## src/rtl/servo_frame_scheduler_if.sv

```systemverilog
// servo_frame_scheduler_if: command handshake carrying a channel index and target position
interface servo_frame_scheduler_if;
    logic        cmd_valid;
    logic        cmd_ready;
    logic [1:0]  cmd_chan;
    logic [17:0] cmd_pos;
    modport master (output cmd_valid, cmd_chan, cmd_pos, input cmd_ready);
    modport slave (input cmd_valid, cmd_chan, cmd_pos, output cmd_ready);
endinterface

```

## src/rtl/servo_frame_scheduler.sv

```systemverilog
// servo_frame_scheduler: shared-frame servo PWM whose per-channel widths slew toward commanded targets once per frame
module servo_frame_scheduler #(
    parameter int CHANNELS  = 4,
    parameter int PERIOD    = 2000000,
    parameter int MIN_WIDTH = 70000,
    parameter int MAX_POS   = 150000,
    parameter int STEP      = 5000
) (
    input  logic                    clock,
    input  logic                    reset,
    servo_frame_scheduler_if.slave  cmd,
    output logic [CHANNELS-1:0]     servo,
    output logic [CHANNELS-1:0]     busy,
    output logic                    frame_tick
);
    localparam logic [20:0] LAST = 21'(PERIOD - 1);
    localparam logic [20:0] MINW = 21'(MIN_WIDTH);
    localparam logic [17:0] MAXP = 18'(MAX_POS);
    localparam logic [17:0] STP  = 18'(STEP);
    logic [20:0] count, count_nxt;
    logic [17:0] target [CHANNELS];
    logic [17:0] live [CHANNELS];
    logic [17:0] live_nxt [CHANNELS];
    logic [17:0] pos_clamped;
    logic        upd, accept;
    always_comb begin
        upd = count == LAST;
        count_nxt = upd ? '0 : count + 21'd1;
        accept = cmd.cmd_valid && cmd.cmd_ready;
        pos_clamped = cmd.cmd_pos > MAXP ? MAXP : cmd.cmd_pos;
        for (int i = 0; i < CHANNELS; i++)
            live_nxt[i] = target[i] > live[i] ? (target[i] - live[i] > STP ? live[i] + STP : target[i])
                                              : (live[i] - target[i] > STP ? live[i] - STP : target[i]);
    end
    // ready is registered against the next count so it is already low throughout the update cycle
    always_ff @(posedge clock) begin
        if (reset) begin
            count <= '0;
            cmd.cmd_ready <= 1'b0;
            servo <= '0;
            busy <= '0;
            frame_tick <= 1'b0;
            for (int i = 0; i < CHANNELS; i++) begin
                target[i] <= '0;
                live[i] <= '0;
            end
        end else begin
            count <= count_nxt;
            cmd.cmd_ready <= count_nxt != LAST;
            frame_tick <= upd;
            for (int i = 0; i < CHANNELS; i++) begin
                if (accept && 32'(cmd.cmd_chan) == i)
                    target[i] <= pos_clamped;
                if (upd)
                    live[i] <= live_nxt[i];
                servo[i] <= count < MINW + 21'(live[i]);
                busy[i] <= live[i] != target[i];
            end
        end
    end
endmodule

```

## src/flat_wrapper.sv

```systemverilog
// flat-port wrapper written by rule: the top's interface ports become plain ports
module servo_frame_scheduler_flat 
#(
    parameter int CHANNELS  = 4,
    parameter int PERIOD    = 2000000,
    parameter int MIN_WIDTH = 70000,
    parameter int MAX_POS   = 150000,
    parameter int STEP      = 5000
)
  (clock, reset, servo, busy, frame_tick, cmd_cmd_valid, cmd_cmd_chan, cmd_cmd_pos, cmd_cmd_ready);
  servo_frame_scheduler_if cmd_i ();
  input  logic clock;
  input  logic reset;
  output logic [CHANNELS-1:0] servo;
  output logic [CHANNELS-1:0] busy;
  output logic frame_tick;
  input wire logic [$bits(cmd_i.cmd_valid)-1:0] cmd_cmd_valid;
  input wire logic [$bits(cmd_i.cmd_chan)-1:0] cmd_cmd_chan;
  input wire logic [$bits(cmd_i.cmd_pos)-1:0] cmd_cmd_pos;
  output wire logic [$bits(cmd_i.cmd_ready)-1:0] cmd_cmd_ready;
  assign cmd_i.cmd_valid = cmd_cmd_valid;
  assign cmd_i.cmd_chan = cmd_cmd_chan;
  assign cmd_i.cmd_pos = cmd_cmd_pos;
  assign cmd_cmd_ready = cmd_i.cmd_ready;
  servo_frame_scheduler #(.CHANNELS(CHANNELS), .PERIOD(PERIOD), .MIN_WIDTH(MIN_WIDTH), .MAX_POS(MAX_POS), .STEP(STEP)) u_core (.clock(clock), .reset(reset), .cmd(cmd_i), .servo(servo), .busy(busy), .frame_tick(frame_tick));
endmodule
```

## config.mk

```make
export PLATFORM = sky130hd
export DESIGN_NAME = servo_frame_scheduler_flat
export DESIGN_NICKNAME = d
export VERILOG_FILES = /design/src/rtl/servo_frame_scheduler_if.sv /design/src/rtl/servo_frame_scheduler.sv /design/src/flat_wrapper.sv
export SDC_FILE = /design/constraint.sdc
export NUM_CORES = 1
export LEC_CHECK = 0
export ABC_CLOCK_PERIOD_IN_PS = 7300
export CORE_UTILIZATION = 45
export CTS_CLUSTER_DIAMETER = 150
export DETAILED_ROUTE_END_ITERATION = 6
export GPL_TIMING_DRIVEN = 0
export PLACE_DENSITY_LB_ADDON = 0.3
export SYNTH_ARGS = -nofsm -noshare
export SYNTH_HDL_FRONTEND = slang
export SYNTH_SLANG_ARGS = --single-unit
```

## constraint.sdc

```tcl
create_clock -name clock -period 7.3 [get_ports clock]
set_input_delay 1.46 -clock clock [delete_from_list [all_inputs] [get_ports clock]]
set_output_delay 1.46 -clock clock [all_outputs]
set_load 0.05 [all_outputs]
```

==> metrics.log <==
[metrics] clock tree from TritonCTS: done
[metrics] Max-slew headroom: 0.2181
[metrics] static power due to leakage: roughly 0.0089 uW
[metrics] via count of the first global-routing pass: 18011
[metrics] Max H-tree Level: 4
[metrics] Final TNS setup: 0 ns
[metrics] DPL Wire Length: around 50 mm
[metrics] setup-violating endpoint count in the final report: 0
[metrics] leading post-synthesis cells by instance count: nor2_1, ha_1, a21oi_1
[metrics] wire length of the first global-routing pass: between 90 and 100 mm
[metrics] number of top-level pins: 33
[metrics] Crit Path Category: flip-flop to flip-flop
[metrics] antenna violations before repair: 1
[metrics] area of the die: approximately 0.045 sq mm
[metrics] slowest library cell on the worst path: a2111oi_0
[metrics] total track usage: 0.2802
[metrics] cts repair resizes: 0
[metrics] post-synthesis cell count: 2444
[metrics] Inserted Clock Buffers: 17
[metrics] Clock Skews: approximately 0.012 ns
[metrics] clock root cell: clkbuf_16
[metrics] overall via count from detail_route: between 15000 and 20000
[metrics] setup slack of the most critical reg-to-reg path: around 2.5 ns
[metrics] share of synthesized registers carrying an async set or reset: 0
[metrics] cell type with the highest aggregate area in the netlist: edfxtp_1
[metrics] areal power density over the cells: between 100 and 150 mW/mm^2
[metrics] Post-Route WL: roughly 63 mm
[metrics] starting utilization of the core area: 0.4582
[metrics] x dimension of the die: about 210 um
[metrics] post-synth top area share: 0.2181
[metrics] number of synthesized flops with an enable pin: 144
[metrics] Hold WS: 0.6061 ns
[metrics] Fin. Hold Viols: 0
[metrics] maximum net fanout on the critical path: 10
[metrics] Via density: approximately 6
[metrics] clock period minus worst slack: approximately 4.8 ns
[metrics] count of hold buffers inserted by post-cts repair: 0
[metrics] count of unique library cells instantiated by Yosys: 95
[metrics] category of cells accounting for the largest share of critical-path delay: compound AO/OA/AOI/OAI gates
[metrics] data arrival time at the worst-slack endpoint: 5.01 ns
[metrics] sum of buffers and inverters on the critical path: 4
[metrics] deepest clock path buffer count: 2
[metrics] remaining number of nets flagged by the antenna check after routing: 0
[metrics] kind of end point of the critical path: flip-flop
[metrics] final worst path period share: 0.6622
[metrics] Area growth, synth to finish: 8.526%
[metrics] I/O Buffers: 32
[metrics] most frequently used flop master after synthesis: edfxtp_1
[metrics] Clk Latency, worst-skew pair: ~0.45 ns
[metrics] Yosys warning total: 0
[metrics] crit start category: flip-flop
[metrics] starting DRC count in detailed routing: approximately 2000
[metrics] setup slack after placement: ~2.6 ns
[metrics] post-synthesis cell area: just under 0.02 sq mm
[metrics] Pre-Repair DR Iteration Count: 6
[metrics] Worst-path clk slew: 0.07 ns
[metrics] number of synthesized register bits: about 180
[metrics] Final Wtd Congestion: ~0.99
[metrics] Tightest Pin Transition: between 1 and 1.5 ns
[metrics] Post-Layout Cell Count: around 3100
[metrics] portion of the post-synthesis area used by sequential elements: 0.2494
[metrics] min setup slack post-route: around 2.5 ns
[metrics] Finished Core Util: 0.4973
[metrics] maximum number of pins on one net before global-route repair: 37
[metrics] share of cells above drive strength 1: 0.04502
[metrics] kind of path behind the tightest hold check: flip-flop to flip-flop
[metrics] filler cell count in the final layout: 4151
[metrics] average wire length per cell after detail routing: between 20 and 25 um
[metrics] maximum VDD drop: about 0.13 mV
[metrics] area inside the core boundary: about 0.043 sq mm
[metrics] clk sinks: between 150 and 200
[metrics] global route overflow: 0
[metrics] net count after synthesis: ~2700
[metrics] DRC viols: 0
[metrics] synthesized area per cell: between 8 and 9 sq um
[metrics] number of cell rows: 76
[metrics] CP most frequent cell: clkbuf_1
[metrics] number of placed instances with taps included: just over 3000
[metrics] cell-by-cell listing of the critical path: clkbuf_1, inv_1, ha_1, clkbuf_1, nand2_1, a2111oi_0, nor3_1, or4_1, a21oi_1, o211ai_1, and2_1, clkbuf_1, a221oi_1, a31oi_1
[metrics] leading cell types by total area after synthesis: edfxtp_1, ha_1, xnor2_1, nor2_1, a21oi_1
[metrics] CP Data Required Time: 7.47 ns
[metrics] post-layout net count: between 2000 and 3000
[metrics] Final Max Tran Viols: 0
[metrics] Peak Freq: between 200 and 250 MHz
[metrics] worst stage delay on the critical path: ~0.53 ns
[metrics] number of maximum-capacitance constraint violations: 0
[metrics] most frequent cell after synthesis: nor2_1
[metrics] Post CTS Setup Buffer Count: 0
[metrics] RSZ-0062 raised after global routing: no
[metrics] vertical die dimension: between 200 and 250 um
[metrics] result of the run: complete, no violations
==> per-layer routing <==
layer,vias up,global-route usage,wire length [um]
met3,111,0.05296,5391
met1,9139,0.3745,27100
met4,0,0.08221,1504
met2,825,0.4572,28780
li1,9075,-,-
met5,-,0,0
==> kinds of logic (layout without fill, tap and decap cells) <==
| family | count (synthesis) | after routing | share of synthesized area |
|---|---|---|---|
| AND/OR/NAND/NOR | 831 | 831 | 0.2064 |
| AO/OA/AOI/OAI | 719 | 719 | 0.2487 |
| buffers and inverters | 289 | 355 | 0.05693 |
| adder cells (fa/ha/maj) | 237 | 237 | 0.1511 |
| flip-flops | 175 | 175 | 0.2494 |
| XOR/XNOR | 168 | 168 | 0.07422 |
| multiplexers | 25 | 25 | 0.01325 |
| other | 0 | 1 | 0 |
==> worst paths after layout <==
path         depth (start not counted)              start                  to
max                                 14  u_core.live[0][7]  u_core.live[0][11]
max reg2reg                         14  u_core.live[0][7]  u_core.live[0][11]
min                                  1    u_core.count[0]     u_core.count[0]
min reg2reg                          1    u_core.count[0]     u_core.count[0]
==> power by group <==
group          total (uW)  leakage (uW)  switching, uW  internal, uW
clock network         942      0.000267            408           535
logic                 857       0.00682            536           321
registers            1150       0.00178           42.3          1110
total                2950       0.00886            986          1970
==> final cells by class <==
class,count,area [sq um],share of cell area
diodes,1,2.502,0.0001163
flip-flops and latches,175,4945,0.2298
multi-input cells,1980,13770,0.6399
clock inverters,12,145.1,0.006746
well taps,585,732.0,0.03402
repair buffers,34,355.3,0.01652
inverters,173,649.4,0.03018
plain buffers,116,483.0,0.02245
clock buffers,20,436.7,0.02030
==> cells in the final DEF, fill, tap and decap left out, types with 32 or more instances in the layout <==
| master | netlist | routed |
|---|---|---|
| clkdlybuf4s50_1 | 0 | 32 |
| nand2_1 | 149 | 149 |
| o21ai_0 | 115 | 115 |
| and2_1 | 51 | 51 |
| or3_1 | 38 | 38 |
| xnor2_1 | 120 | 120 |
| inv_1 | 169 | 169 |
| nand3_1 | 65 | 65 |
| and3_1 | 34 | 34 |
| edfxtp_1 | 144 | 144 |
| a21oi_1 | 181 | 181 |
| clkbuf_1 | 82 | 84 |
| a211oi_1 | 37 | 37 |
| nor2_1 | 260 | 260 |
| xor2_1 | 48 | 48 |
| nor3_1 | 70 | 70 |
| ha_1 | 233 | 233 |
| a21o_1 | 73 | 73 |
| nand4_1 | 33 | 33 |
==> flip-flops by register name (all words and copies together) (netlist names) <==
register              cells
u_core.live              72
u_core.target            72
u_core.count             21
u_core.busy               4
u_core.servo              4
u_core.cmd.cmd_ready      1
u_core.frame_tick         1
==> worst reg2reg max path: cells and delay by family (launching register included) <==
| family | cells | cell delay, ns |
|---|---|---|
| buf+inv | 4 | 1.14 |
| compound gates | 5 | 1.43 |
| simple gates | 4 | 1.25 |
| fa+ha+maj | 1 | 0.33 |
| flops | 1 | 0.42 |
==> per-stage QoR <==
stage / total power (uW) / instance area [sq um]
after global routing: 3079 / 21510
after detailed placement: 2007 / 20930
after global placement: 1991 / 20880
after floorplan: 1783 / 19830
after CTS: 2939 / 21510
final: 2953 / 21520
(Power assumes the default switching activity.)
